**src/rtl/mealy_pattern_sequencer.sv**
```systemverilog
// Streams a latched word LSB-first into an external Mealy detector; done pulses in cycle len+1.
// start is taken only when ready (IDLE), never queued. Optional first-hit outputs: MEALY_SEQ_FIRSTHIT_EN.
module mealy_pattern_sequencer #(
  parameter int WORD_W = 16,
  parameter int LEN_W  = 5,
  parameter int CNT_W  = 8
) (
  input  logic              clock,
  input  logic              reset,
  input  logic              start,
  input  logic [WORD_W-1:0] word,
  input  logic [LEN_W-1:0]  len,
  output logic              ready,
  output logic              busy,
  output logic              done,
  output logic              det_i,
  input  logic [1:0]        det_o,
  output logic [CNT_W-1:0]  cnt_111,
  output logic [CNT_W-1:0]  cnt_001
`ifdef MEALY_SEQ_FIRSTHIT_EN
  ,
  output logic [LEN_W-1:0]  first_111_idx,
  output logic [LEN_W-1:0]  first_001_idx,
  output logic              first_111_vld,
  output logic              first_001_vld
`endif
);

  typedef enum logic [1:0] {
    ST_IDLE = 2'd0,
    ST_RUN  = 2'd1,
    ST_DONE = 2'd2
  } state_t;

  state_t            state_q, state_d;
  logic [WORD_W-1:0] shreg_q, shreg_d;
  logic [LEN_W-1:0]  len_q, len_d;
  logic [LEN_W-1:0]  idx_q, idx_d;
  logic [CNT_W-1:0]  cnt_111_q, cnt_111_d;
  logic [CNT_W-1:0]  cnt_001_q, cnt_001_d;
  logic [LEN_W-1:0]  len_clamp;
  logic              count_en;

  assign len_clamp = (len > LEN_W'(WORD_W)) ? LEN_W'(WORD_W) : len;
  // The detector keeps stale history for its first two bits, so those results are discarded.
  assign count_en  = (state_q == ST_RUN) && (idx_q >= LEN_W'(2));

`ifdef MEALY_SEQ_FIRSTHIT_EN
  logic [LEN_W-1:0] f111_idx_q, f111_idx_d;
  logic [LEN_W-1:0] f001_idx_q, f001_idx_d;
  logic             f111_vld_q, f111_vld_d;
  logic             f001_vld_q, f001_vld_d;

  always_comb begin
    f111_idx_d = f111_idx_q;
    f001_idx_d = f001_idx_q;
    f111_vld_d = f111_vld_q;
    f001_vld_d = f001_vld_q;
    if (state_q == ST_IDLE && start) begin
      f111_idx_d = '0;
      f001_idx_d = '0;
      f111_vld_d = 1'b0;
      f001_vld_d = 1'b0;
    end else if (count_en) begin
      if (det_o[0] && !f111_vld_q) begin
        f111_idx_d = idx_q;
        f111_vld_d = 1'b1;
      end
      if (det_o[1] && !f001_vld_q) begin
        f001_idx_d = idx_q;
        f001_vld_d = 1'b1;
      end
    end
  end

  always_ff @(posedge clock) begin
    if (reset) begin
      f111_idx_q <= '0;
      f001_idx_q <= '0;
      f111_vld_q <= 1'b0;
      f001_vld_q <= 1'b0;
    end else begin
      f111_idx_q <= f111_idx_d;
      f001_idx_q <= f001_idx_d;
      f111_vld_q <= f111_vld_d;
      f001_vld_q <= f001_vld_d;
    end
  end

  assign first_111_idx = f111_idx_q;
  assign first_001_idx = f001_idx_q;
  assign first_111_vld = f111_vld_q;
  assign first_001_vld = f001_vld_q;
`endif

  always_comb begin
    state_d   = state_q;
    shreg_d   = shreg_q;
    len_d     = len_q;
    idx_d     = idx_q;
    cnt_111_d = cnt_111_q;
    cnt_001_d = cnt_001_q;
    ready     = 1'b0;
    busy      = 1'b0;
    done      = 1'b0;
    det_i     = 1'b0;
    case (state_q)
      ST_IDLE: begin
        ready = 1'b1;
        if (start) begin
          shreg_d   = word;
          len_d     = len_clamp;
          idx_d     = '0;
          cnt_111_d = '0;
          cnt_001_d = '0;
          state_d   = (len_clamp == '0) ? ST_DONE : ST_RUN;
        end
      end
      ST_RUN: begin
        busy  = 1'b1;
        det_i = shreg_q[0];
        if (count_en) begin
          if (det_o[0] && (cnt_111_q != {CNT_W{1'b1}})) cnt_111_d = cnt_111_q + CNT_W'(1);
          if (det_o[1] && (cnt_001_q != {CNT_W{1'b1}})) cnt_001_d = cnt_001_q + CNT_W'(1);
        end
        shreg_d = shreg_q >> 1;
        idx_d   = idx_q + LEN_W'(1);
        if (idx_q == len_q - LEN_W'(1)) state_d = ST_DONE;
      end
      ST_DONE: begin
        done    = 1'b1;
        state_d = ST_IDLE;
      end
      default: state_d = ST_IDLE;
    endcase
  end

  always_ff @(posedge clock) begin
    if (reset) begin
      state_q   <= ST_IDLE;
      shreg_q   <= '0;
      len_q     <= '0;
      idx_q     <= '0;
      cnt_111_q <= '0;
      cnt_001_q <= '0;
    end else begin
      state_q   <= state_d;
      shreg_q   <= shreg_d;
      len_q     <= len_d;
      idx_q     <= idx_d;
      cnt_111_q <= cnt_111_d;
      cnt_001_q <= cnt_001_d;
    end
  end

  assign cnt_111 = cnt_111_q;
  assign cnt_001 = cnt_001_q;

endmodule

```
**config.mk**
```make
export PLATFORM = sky130hd
export DESIGN_NAME = mealy_pattern_sequencer
export DESIGN_NICKNAME = d
export VERILOG_FILES = /design/src/rtl/mealy_pattern_sequencer.sv
export SDC_FILE = /design/constraint.sdc
export NUM_CORES = 1
export LEC_CHECK = 0
export ABC_CLOCK_PERIOD_IN_PS = 3380
export CAP_MARGIN = 20
export CORE_ASPECT_RATIO = 1.1
export CORE_UTILIZATION = 55
export CTS_BUF_LIST = sky130_fd_sc_hd__clkbuf_2 sky130_fd_sc_hd__clkbuf_4 sky130_fd_sc_hd__clkbuf_8
export CTS_CLUSTER_DIAMETER = 100
export DETAILED_ROUTE_END_ITERATION = 10
export GPL_TIMING_DRIVEN = 0
export PLACE_DENSITY = 0.85
export SKIP_LAST_GASP = 1
export SYNTH_ARGS = -nofsm -noshare
export SYNTH_HDL_FRONTEND = slang
export SYNTH_SLANG_ARGS = --single-unit
```
**constraint.sdc**
```tcl
create_clock -name clock -period 3.38 [get_ports clock]
set_clock_uncertainty 0.05 [all_clocks]
set_input_delay 0.338 -clock clock [delete_from_list [all_inputs] [get_ports clock]]
set_output_delay 0.338 -clock clock [all_outputs]
set_load 0.005 [all_outputs]
```
-- After elaboration in Yosys (flattened, before gate mapping)
Cells that the tools add are included.
- register bits after elaboration: 44
- input bits: 26
- output and inout bits: 20
- reduce and logical (&&, ||, !) cells: 11
- $add $sub $neg: 4
- magnitude comparators: 2
- eq/ne operators: 10
- muxes and demuxes: 20
- operators with widths (cell ; count):
    $mux W8 ; 5
    $pmux W16 S2 ; 1
    $pmux W8 S2 ; 2
    $add A8 B1 Y8 const B ; 2
    $mux W16 ; 1
    $ne A8 B8 Y1 const B ; 2
    $mux W5 ; 2
    $pmux W5 S2 ; 1
    $reduce_and A4 Y1 ; 2
    $mux W2 ; 3
    $ne A2 B1 Y1 const B ; 3
    $reduce_and A2 Y1 ; 3
    $add A5 B1 Y5 const B ; 1
    $eq A5 B5 Y1 ; 1
    $ge A5 B2 Y1 const B ; 1
    $gt A5 B5 Y1 const B ; 1
    $logic_not A5 Y1 ; 1
    $sub A5 B1 Y5 const B ; 1
    $mux W1 ; 4
    $ne A2 B2 Y1 const B ; 2
    $pmux W2 S2 ; 1
    $logic_and A1 B1 Y1 ; 3
    $eq A2 B1 Y1 const B ; 1
    $eq A2 B2 Y1 const B ; 1
    other kinds (2) ; 2

-- Depth between registers and ports, before layout
Gate-level depths: netlist of the first run.
- word-level depth: 6
- mapped depth: 7

-- Worst setup path after synthesis of the first run
OpenSTA, ideal clock, no wires.
- kind: register -> register
- from: reg idx_q[0]
- to: reg cnt_111_q[0] (netlist: cnt_111[0])
- stages on the path, launching flop included: 7
- library setup time: 0.123 ns
- path slack: 1.598 ns
- data arrival time: 1.609 ns
- required time: 3.207 ns
- cell sequence: dfxtp_1 inv_1 ha_1 or2_1 o31ai_4 nor3b_2 mux2_1
- cells in the longest elaborated chain, start to end: 4
- ends and longest elaborated chain (element ; RTL line ; text):
    start, declared ; 38 ; logic [LEN_W-1:0] idx_q, idx_d;
    start signal, assigned ; 150 ; idx_q <= idx_d;
    $ge A5 B2 Y1 ; 46 ; assign count_en = (state_q == ST_RUN) && (idx_q >= LEN_W'(2));
    $logic_and A1 B1 Y1 ; 46 ;
    $ne A2 B2 Y1 (no source line) ; - ;
    $reduce_and A4 Y1 (no source line) ; - ;
    end signal, assigned ; 151 ; cnt_111_q <= cnt_111_d;
    end, declared ; 39 ; logic [CNT_W-1:0] cnt_111_q, cnt_111_d;
No other way between the ends.
A chain may end at the register's enable or synchronous reset.

-- Final worst setup path of the first run
- from: reg state_q[0]
- to: out det_i
- cells in the longest elaborated chain, start to end: 2
- ends and longest elaborated chain (element ; RTL line ; text):
    start, declared ; 35 ; state_t state_q, state_d;
    start signal, assigned ; 147 ; state_q <= state_d;
    $eq A2 B1 Y1 ; 107 ; case (state_q)
    $mux W1 ; 107 ;
    end, declared ; 16 ; output logic det_i,
No other way between the ends.

==> flow_summary.ini, run 1 <==
[timing]
slew_violations = 0
setup_viol = 0
period_minus_slack_ns = 2.586
rsz0062_at_grt = false
relSlewSlack_pct = 67.07
timing.setup.tns_ns = 0
fmax_mhz = 386.7
worst_pin_slew_ns = 0.4940
whs_ns = 0.4063
hold_viol = 0
fin_crit_sh_pct = 76.51

[power_and_ir_drop]
powerDensity_nw_per_um2 = 453.9
pwr-share-comb_pct = 22.7
peakVddDrop_mv = 0.3150
power_frac_clock_pct = 32.6
p_sw_share_pct = 29.36
power.leakage_nw = 1.017
intPower_w = 0.0009299
p_switching_w = 0.0003864
seq_power_share_pct = 44.7
finalPower_w = 0.001316

[synth]
synth_compound_area_share_pct = 17.72
synth_top_family_by_area = simple AND/OR/NAND/NOR gates
ys_seq_elements = 44
synth-edff-count = 0
synth_adder_area_share_pct = 2.752
ys_types = 45
async_flop_share_pct = 0
netlist_area_um2 = 2273
synth_top_area_share_pct = 38.75
synthCells = 265
syn-mean-instance-area_um2 = 8.579
yosysMostFrequentCell = dfxtp_1
yosys-top-cells-count = dfxtp_1, nand2_1, nor2_1, a21oi_1, a311oi_1
yosys.area.top_type = dfxtp_1
ys_warn_count = 0
synth-seq-area-share_pct = 38.75
synth_simple_gate_area_share_pct = 29.50
synthMuxAreaShare_pct = 2.752
synthXorXnorAreaFrac_pct = 3.853
synth_area_leaders = dfxtp_1, nand2_1, a311oi_1
synth_nets = 296
synthFlopType = dfxtp_1

[floorplanning]
fp.coreArea_um2 = 3964
ios = 46
rows = 24
die_h_um = 69.43
die-area_um2 = 4395
fp.dieW_um = 63.30
initial_core_util_pct = 57.35

[status]
status = finished, final reports clean

[drt]
antenna_left = 0
vias = 2125
viasPerCell = 5.759
drcViolationCount = 0
wire_per_inst_um = 13.98
drtPass1Iterations = 4
dr.first_iter.drc_count = 133
routed_wl_mm = 5.160

[clocking]
root_buffer = clkbuf_8
cts.clk_slew.worst_paths_ns = 0.08
hold_buffers = 0
cts_inserted_buffers = 5
clock_latency_ns = 0.30
cts_tree = done
cts_buffer_depth = 2
post-cts-setup-buffers = 0
cts.repair.resized = 0
cts_sinks = 44
cts_htree_levels = 2

[placed_design]
port_buffers = 44
dp_hpwl_mm = 3.702
gp_congestion = 0.8370

[global_route]
globalRouteTotalUtil_pct = 25.88
grt_max_degree = 15
grt_pass1_wl_mm = 9.032
grt.overflow.total = 0
grt_antenna_before_repair = 0
grt_pass1_vias = 1945

[worst_setup_path]
arrival_ns = 2.20
required_ns = 2.99
rr_startpoint = idx_q[0]$_SDFFE_PP0P_
crit_type = flip-flop to output pin
crit_fanout = 10
startpoint = state_q[0]$_SDFFE_PP0P_
cp-end-kind = output pin
cp-start-kind = flip-flop

[layout]
drive_gt1_share_pct = 6.625
areaGrowthSynthToFinish_pct = 27.57
n_antenna_cell = 0
nets = 347
fillers = 301

[min_path]
hp-class = input pin to flip-flop
worstHoldStart = reset

[run]
cap_viol_max_count = 0
## worst max-delay path, cell delays in order, from the launching register on
cell             delay (ns)
dfxtp_1                0.46
nand2b_1               0.26
inv_2                  0.11
clkbuf_1               0.38
and2_1                 0.20
clkdlybuf4s50_1        0.49
## power groups by stage
stage | Combinational (W) | Clock (W) | Sequential [W]
after CTS | 0.000301 | 0.000433 | 0.000588
after detailed placement | 0.000299 | 0 | 0.000599
after global placement | 0.000290 | 0 | 0.000599
after floorplan | 0.000200 | 0 | 0.000593
final | 0.000299 | 0.000429 | 0.000589
after global routing | 0.000331 | 0.000455 | 0.000596
## registers in the layout (all words and copies together), names as in the netlist
register / flops
cnt_001: 8
cnt_111: 8
idx_q: 5
len_q: 5
shreg_q: 16
state_q: 2
## path summary, 6_finish.rpt
| path | end | slack, ns | cells past startpoint |
|---|---|---|---|
| max | det_i | 0.79 | 5 |
| max reg2reg | cnt_111[0]$_SDFFE_PP0P_ | 1.36 | 6 |
| min | cnt_001[7]$_SDFFE_PP0P_ | 0.41 | 3 |
| min reg2reg | len_q[4]$_SDFFE_PP0P_ | 0.42 | 2 |
## stage by stage
step,util [%],cells,instance area (µm²),setup slack [ns]
after floorplan,-,265,2273,1.598
after global placement,70.11,361,2779,1.032
after detailed placement,70.11,361,2779,1.011
after CTS,73.17,369,2900,0.7877
after global routing,73.17,369,2900,0.6401
final,73.17,369,2900,0.7940
## kinds of logic after synthesis
logic type,count (synthesis)
and+or+nand+nor,125
AOI/OAI and AO/OA,52
DFF,44
buffers and inverters,23
xor gates and xnor gates,10
muxes,6
adders and majority gates,5
## routing by layer
metal | global-route usage (%) | up-vias | part of all wire [%]
li1 | - | 1074 | -
met1 | 31.48 | 996 | 44
met2 | 43.97 | 51 | 51
met3 | 5.592 | 4 | 3.6
met4 | 10.35 | 0 | 1.3
met5 | 0 | - | 0
## area by class of cell
class / count / area [µm²] / area share [%]
clock buffer: 6 / 82.58 / 2.847
inverter: 5 / 18.77 / 0.6471
tap: 52 / 65.06 / 2.243
sequential: 44 / 880.8 / 30.37
timing repair buffer: 44 / 440.4 / 15.19
multi-input combinational: 198 / 1286 / 44.35
buffer: 18 / 87.58 / 3.020
clock inverter: 2 / 38.79 / 1.337
## cells in the final DEF (no fill, tap or decap), types with 2 or more instances in the layout
cell              n
nand2b_1          2
or4_1             9
dfxtp_1          44
mux2_1            2
mux2i_1           4
xor2_1            4
nor3b_1           4
or3_1             2
and4_1            4
clkbuf_8          6
ha_1              5
nand2_1          43
nand3b_1          9
nor2b_1           2
o31ai_1           8
buf_4             3
nor2_1           26
clkdlybuf4s50_1  44
nor3_1            5
a311oi_1         15
o41ai_1           3
nor4b_2           2
inv_1             4
clkbuf_1         12
nand4_1           7
xnor2_1           6
and3_1            4
a21oi_1          17
(Power assumes the default switching activity.)
==> inputs of run 2 (changes only) <==
--- a/config.mk
+++ b/config.mk
@@ -5,15 +5,15 @@
 export SDC_FILE = /design/constraint.sdc
 export NUM_CORES = 1
 export LEC_CHECK = 0
-export ABC_CLOCK_PERIOD_IN_PS = 3380
+export ABC_CLOCK_PERIOD_IN_PS = 2200
 export CAP_MARGIN = 20
 export CORE_ASPECT_RATIO = 1.1
-export CORE_UTILIZATION = 55
+export CORE_UTILIZATION = 48
 export CTS_BUF_LIST = sky130_fd_sc_hd__clkbuf_2 sky130_fd_sc_hd__clkbuf_4 sky130_fd_sc_hd__clkbuf_8
 export CTS_CLUSTER_DIAMETER = 100
 export DETAILED_ROUTE_END_ITERATION = 10
 export GPL_TIMING_DRIVEN = 0
-export PLACE_DENSITY = 0.85
+export PLACE_DENSITY = 0.78
 export SKIP_LAST_GASP = 1
 export SYNTH_ARGS = -nofsm -noshare
 export SYNTH_HDL_FRONTEND = slang
==> constraint.sdc (replaced) <==
create_clock -name clock -period 2.2 [get_ports clock]
set_clock_uncertainty 0.05 [all_clocks]
set_input_delay 0.22 -clock clock [delete_from_list [all_inputs] [get_ports clock]]
set_output_delay 0.22 -clock clock [all_outputs]
set_load 0.005 [all_outputs]
==> run 2 against run 1 <==
Against the previous run: critical path depth down 1; global-route usage down 4.5 points; wire length down 3.8%; register-to-register slack worse by 1.2 ns; combinational power up 53%; largest power group unchanged; highest routed layer unchanged.
==> flow_summary.ini, run 2 (synthesis gave the netlist of run 1 again) <==
[status]
status = finished, final reports clean

[drt]
wl_met1_mm = 2.312
antenna_left = 0
top_layer = met4
drtPass1Iterations = 6
routed_wl_mm = 4.963
dr.first_iter.drc_count = 128
viasPerCell = 5.718
wire_per_inst_um = 13.45
routed-wl-met3_um = 238
routed-wl-met2_mm = 2.333
drcViolationCount = 0
vias = 2110

[power_and_ir_drop]
peakVddDrop_mv = 0.3300
power.leakage_nw = 0.9991
p_sw_share_pct = 30.78
powerDensity_nw_per_um2 = 648.9
intPower_w = 0.001286
pwr-share-comb_pct = 24.6
seq_power_share_pct = 48.7
power_frac_clock_pct = 26.7
p_switching_w = 0.0005721

[layout]
final_cells = 369
areaGrowthSynthToFinish_pct = 25.98
fin_area_um2 = 2864
fin_util_pct = 64.94
nets = 346
top_register = shreg_q
largest_reg_flops = 16
n_antenna_cell = 0
final_cell_mix = dfxtp_1, clkdlybuf4s50_1, nand2_1
drive_gt1_share_pct = 6.667

[timing]
relSlewSlack_pct = 66.43
worst_pin_slew_ns = 0.5036
timing.setup.tns_ns = 0
hold_viol = 0
rsz0062_at_grt = false
fmax_mhz = 481.9
period_minus_slack_ns = 2.075
fin_crit_sh_pct = 94.32
setup_viol = 0
slew_violations = 0

[clocking]
post-cts-setup-buffers = 0
cts.clk_slew.worst_paths_ns = 0.08
cts_inserted_buffers = 5
cts_sinks = 44
cts_tree = done
root_buffer = clkbuf_8
clock_latency_ns = 0.30
cts_buffer_depth = 2
hold_buffers = 0
cts_htree_levels = 2

[worst_setup_path]
reg2regPathDepth = 6
crit_fanout = 11
crit_path_max_incr_delay_ns = 0.50
critPathSlowestCell = dfxtp_1
cp-end-kind = output pin
rr_startpoint = idx_q[0]$_SDFFE_PP0P_
crit_type = flip-flop to output pin
startpoint = state_q[0]$_SDFFE_PP0P_
reg2reg_to = cnt_111[0]$_SDFFE_PP0P_
cp-start-kind = flip-flop
worst-r2r-setup-slack_ns = 0.21
required_ns = 1.93
arrival_ns = 1.81
crit_chain = nand2b_2, inv_4, and2_1, clkdlybuf4s50_1

[global_route]
grt.overflow.total = 0
grt_antenna_before_repair = 0
globalRouteTotalUtil_pct = 21.36
grt_pass1_vias = 1892
grt_pass1_wl_mm = 8.176
grt_max_degree = 13

[floorplanning]
initial_core_util_pct = 51.55
rows = 25
die_h_um = 74.18
ios = 46
fp.dieW_um = 67.62
fp.coreArea_um2 = 4410
die-area_um2 = 5016

[placed_design]
dp_hpwl_mm = 3.606
port_buffers = 44
dp.cells = 363
dpl-instance-area_um2 = 2781
gp_congestion = 0.7904

[min_path]
min_to = cnt_001[7]$_SDFFE_PP0P_
hp-class = input pin to flip-flop
worstHoldStart = reset
worst_hold_path.num_cells = 3

[run]
cap_viol_max_count = 0
## run 2: cell count changes in the layout (fill, tap and decap cells not counted)
cell       delta
clkbuf_8      -1
inv_2         -1
clkinv_2      +1
clkbuf_1      -1
inv_4         +1
nand2b_2      +1
clkbuf_4      +1
clkinv_4      -1
bufinv_16     -1
nand2b_1      -1
## run 2: critical path: cells and delay by family (launching register included)
family                 cells  cell delay [ns]
flip-flops                 1             0.50
AND/OR/NAND/NOR            2             0.35
buffers and inverters      2             0.66
## run 2: worst max path at each step
stage	endpoint	slack, ns	cells after the start
finish	det_i	0.12	4
floorplan	cnt_111[0]$_SDFFE_PP0P_	0.42	6
global placement	idx_q[2]$_SDFFE_PP0P_	-0.03	6
global route	det_i	0.02	4
CTS	det_i	0.02	4
detailed placement	idx_q[4]$_SDFFE_PP0P_	-0.05	6
## run 2: power by group through the flow
stage	sequential [W]	clock, W	combinational, W
after detailed placement	0.000922	0	0.000457
final	0.000906	0.000495	0.000457
after global placement	0.000920	0	0.000449
after global routing	0.000915	0.000538	0.000511
after CTS	0.000904	0.000505	0.000458
after floorplan	0.000912	0	0.000307
## run 2: layer usage
| metal | global-route usage [%] | vias to the layer above |
|---|---|---|
| met2 | 35.42 | 61 |
| met1 | 26.58 | 969 |
| met3 | 5.368 | 10 |
| li1 | - | 1070 |
| met4 | 7.565 | 0 |
| met5 | 0 | - |
## run 2: per-stage QoR
stage,total power [W],hold WS (ns),worst slack [ns]
2_1_floorplan,0.001219,0.3060,0.4180
3_3_place_gp,0.001369,0.4069,-0.03367
3_5_place_dp,0.001379,0.4099,-0.05084
4_1_cts,0.001867,0.3012,0.01623
5_1_grt,0.001964,0.3285,0.01760
6_report,0.001858,0.3044,0.1249
## run 2: repair_timing
action | CTS | global route
setup endpoints to repair | 2 | 1
cloned | 0 | 0
pin swaps | 0 | 0
hold endpoints to repair | 0 | 0
resized for setup | 1 | 1
## run 2: final cells by class
type                       count  area, µm²
buffer                        17      83.83
clock buffer                   6      76.32
clock inverter                 1      5.005
fill                         377       1546
inverter                       5      21.27
multi-input combinational    198       1289
sequential                    44      880.8
tap                           54      67.56
timing repair buffer          44      440.4
==> inputs of run 3 (changes only) <==
--- a/config.mk
+++ b/config.mk
@@ -15,6 +15,7 @@
 export GPL_TIMING_DRIVEN = 0
 export PLACE_DENSITY = 0.78
 export SKIP_LAST_GASP = 1
+export SLEW_MARGIN = 40
 export SYNTH_ARGS = -nofsm -noshare
 export SYNTH_HDL_FRONTEND = slang
 export SYNTH_SLANG_ARGS = --single-unit
==> results of run 3 <==
No change in the layout: final DEF, timing and power equal those of run 2.
==> variant 1 (settings of run 3) <==
`WORD_W`: 16 -> 18.
--- a/src/rtl/mealy_pattern_sequencer.sv
+++ b/src/rtl/mealy_pattern_sequencer.sv
@@ -2,5 +2,5 @@
 // start is taken only when ready (IDLE), never queued. Optional first-hit outputs: MEALY_SEQ_FIRSTHIT_EN.
 module mealy_pattern_sequencer #(
-  parameter int WORD_W = 16,
+  parameter int WORD_W = 18,
   parameter int LEN_W  = 5,
   parameter int CNT_W  = 8
Ports: changed (resized word); port bits go from 46 to 48. The function was not compared with the original's and may differ.
==> variant 1 against run 3 <==
The run now ends with design-rule violations left. Core utilization fell by 2.4 points. Synthesized area rose by 11%. Final area grew 10%. Total power grew 9.7%. Sequential cell count rose by 2. First-iteration DRC count decreased by 37%. Register-to-register slack lost 0.097 ns. Die area up 11%. Setup slack worse by 0.012 ns. Maximum frequency decreased by 0.57%. Wire length increased by 15%. Critical path type is now flip-flop to flip-flop. Largest power group unchanged.
==> variant 1: results (changes against run 3) <==
stage;metric;value;unit;change
sta;WHS;0.4177;ns;+0.1133 ns
sta;Slew headroom;60.84;%;-5.6 points
status;outcome;finished with violations;;
setup_path;worst reg-to-reg setup slack;0.11;ns;-0.10 ns
layout;fin nets;415;;+20%
layout;Non-CTS buffers;69;;+13%
setup_path;CP Data Arrival Time;2.21;ns;+0.40 ns
layout;final-layout clock-cell area share;2.662;%;-0.18 points
setup_path;crit-path max FO;10;;-1
detailed_routing;DRT iter0 DRCs;81;;-37%
power;maximum VDD drop;0.5154;mV;+56%
layout;share of cells above drive strength 1;7.330;%;+0.66 points
layout;number of multi-input combinational cells;250;;+26%
placed_design;gp weighted congestion;0.8557;;+8.3%
synthesis;Area contributors post-synth;dfxtp_1 (37%), nor2_1 (9.1%), a21oi_1 (6.8%);;
global_routing;first-pass GRT wire length;9922;um;+21%
status;failing checks;design-rule violations;;
layout;area of the multi-input gates;1460;um^2;+13%
detailed_routing;drt drc;5;;+5
layout;Finished Cell Area;3149;um^2;+10%
detailed_routing;Pre-antenna DRT Iters;7;;+1
global_routing;vias in the first global route;2247;;+19%
floorplan;n_taps;58;;+7.4%
placed_design;DP Wirelength;4092;um;+13%
synthesis;sequential share of the synthesized area;36.54;%;-2.2 points
detailed_routing;vias per cell;5.498;;-3.9%
layout;Seq area share;29.24;%;-1.5 points
## variant 1: changes by cell type in the layout (fill, tap and decap cells not counted), sizes merged, moves of 8 or more
cell    before  now
a311oi      15    0
nor4         0    9
nand3        1    9
nor3         5   19
nor2b        2   17
nand3b       9    0
a21oi       17   34
nand2       43   19
nor2        26   61
## variant 1: timing repair
action,CTS,global route
hold buffers,0,0
cloned,0,0
setup endpoints to repair,2,2
setup buffers,0,0
gates resized for setup,1,2
## variant 1: metrics by stage
stage	power (mW)	instances
6_report	2.039	440
5_1_grt	2.168	440
4_1_cts	2.045	440
3_5_place_dp	1.536	433
3_3_place_gp	1.524	433
2_1_floorplan	1.361	328
## variant 1: path summary, 6_finish.rpt
| check | end | depth (start not counted) | from |
|---|---|---|---|
| max | cnt_111[5] | 7 | idx_q[0] |
| min | len_q[4] | 2 | len_q[4] |
| max reg2reg | cnt_111[5] | 7 | idx_q[0] |
| min reg2reg | len_q[4] | 2 | len_q[4] |
## variant 1: critical path, stage by stage, from the launching register on
cell      delay [ns]
dfxtp_1         0.46
inv_1           0.07
ha_1            0.20
or4b_4          0.52
o211ai_4        0.28
buf_6           0.18
nor4_1          0.07
mux2i_1         0.13
## variant 1: kinds of logic (layout without fill, tap and decap cells)
| kind of cell | Yosys count | after routing | synth area share [%] |
|---|---|---|---|
| flops | 46 | 46 | 36.54 |
| mux | 8 | 8 | 3.227 |
| buf+inv | 32 | 86 | 5.511 |
| xor+xnor | 6 | 6 | 2.085 |
| fa+ha+maj | 5 | 5 | 2.483 |
| simple gates | 172 | 172 | 34.91 |
| compound gates | 59 | 59 | 15.24 |
## variant 1: layer usage
metal	vias to the layer above	track usage, %	wire length, um
li1	1256	-	-
met1	1105	27.44	2741
met2	56	38.94	2744
met3	2	4.156	210
met4	0	6.200	15
met5	-	0	0
==> variant 2 (flow settings as in run 3) <==
Made on the original files. Re-encode `state_t` (3 states) as one-hot, 3 bits wide.
--- a/src/rtl/mealy_pattern_sequencer.sv
+++ b/src/rtl/mealy_pattern_sequencer.sv
@@ -27,8 +27,8 @@
 );
 
-  typedef enum logic [1:0] {
-    ST_IDLE = 2'd0,
-    ST_RUN  = 2'd1,
-    ST_DONE = 2'd2
+  typedef enum logic [2:0] {
+    ST_IDLE = 3'b001,
+    ST_RUN  = 3'b010,
+    ST_DONE = 3'b100
   } state_t;
 
Behaviour: same outputs for any inputs over 10 cycles, from zero or initial values and one cycle with reset high; not proved beyond that.
==> variant 2 against run 3 <==
Cell count is 5.4% higher. Sequential cell count increased by 1. Clock power rose by 3%. Worst hold slack gained 0.12 ns. Final area is 0.57% higher. Register-to-register slack got worse by 0.03 ns. Global-route usage grew 2.5 points. Synthesized area shrank 0.72%. Sequential share of layout area grew 0.61 points. Total power shrank 12%. Wire length up 6.0%. Setup slack better by 0.015 ns. Critical path type unchanged. Largest power group unchanged.
==> variant 2: results (changes against run 3) <==
stage;metric;value;unit;change
status;outcome;finished clean;;
worst_hold_path;Hold Path Origin;word[7];;
layout;Non-CTS buffers;63;;+3.3%
detailed_routing;Vias;2246;;+6.4%
setup_path;FF-to-FF Start;state_q[1];;
detailed_routing;Detailed Route WL;5260;um;+6.0%
setup_path;Critical Path Slowest Stage Cell;clkdlybuf4s50_1;;
layout;Fill cells;400;;+6.1%
detailed_routing;drt wl/cell;13.52;um;+0.54%
placed_design;placed cell area;2775;um^2;-0.23%
placed_design;# placed instances;380;;+4.7%
synthesis;Yosys reg bits;45;;+2.3%
setup_path;worst reg-to-reg setup slack;0.18;ns;-0.03 ns
synthesis;commonest cells in the netlist;dfxtp_1 (45), nand2_1 (45), nor2_1 (33);;
placed_design;DP Wirelength;3864;um;+7.2%
detailed_routing;DRT iter0 DRCs;111;;-13%
detailed_routing;Pre-antenna DRT Iters;5;;-1
power;Psw;445.1;uW;-22%
power;clock network power;511;uW;+3%
synthesis;Synth cell types;41;;-8.9%
synthesis;sequential share of the synthesized area;39.91;%;+1.2 points
placed_design;Port-buffer cells;45;;+2.3%
power;Pleak;1.013;nW;+1.3%
synthesis;Post-Synthesis Cells;281;;+6.0%
sta;WHS;0.4259;ns;+0.1215 ns
global_routing;first-pass GRT wire length;8963;um;+9.6%
layout;buffering overhead;19.03;%;+0.72 points
placed_design;gp weighted congestion;0.7825;;-1.0%
==> variant 2: repair_timing <==
item | 4_1_cts | 5_1_grt
endpoints found under the setup margin | 1 | 2
pin swaps | 0 | 0
setup buffers | 1 | 0
gates resized for setup | 3 | 2
==> variant 2: per-layer routing <==
layer | GRT usage, % | part of all wire (%) | vias up
li1 | - | - | 1131
met1 | 28.24 | 45 | 1047
met2 | 41.56 | 50 | 61
met3 | 5.280 | 3.6 | 7
met4 | 8.747 | 1.1 | 0
met5 | 0 | 0 | -
==> variant 2: how the worst max path moves through the flow <==
stage                from           to  slack, ns  cells past startpoint
6_report       state_q[0]         busy       0.14                      4
5_1_grt        state_q[1]  shreg_q[13]      0.003                      6
4_1_cts        state_q[0]        det_i     0.0007                      5
3_5_place_dp        start  shreg_q[14]      -0.14                      6
3_3_place_gp        start   cnt_111[4]      -0.06                      7
2_1_floorplan    idx_q[0]   cnt_111[1]       0.37                      8
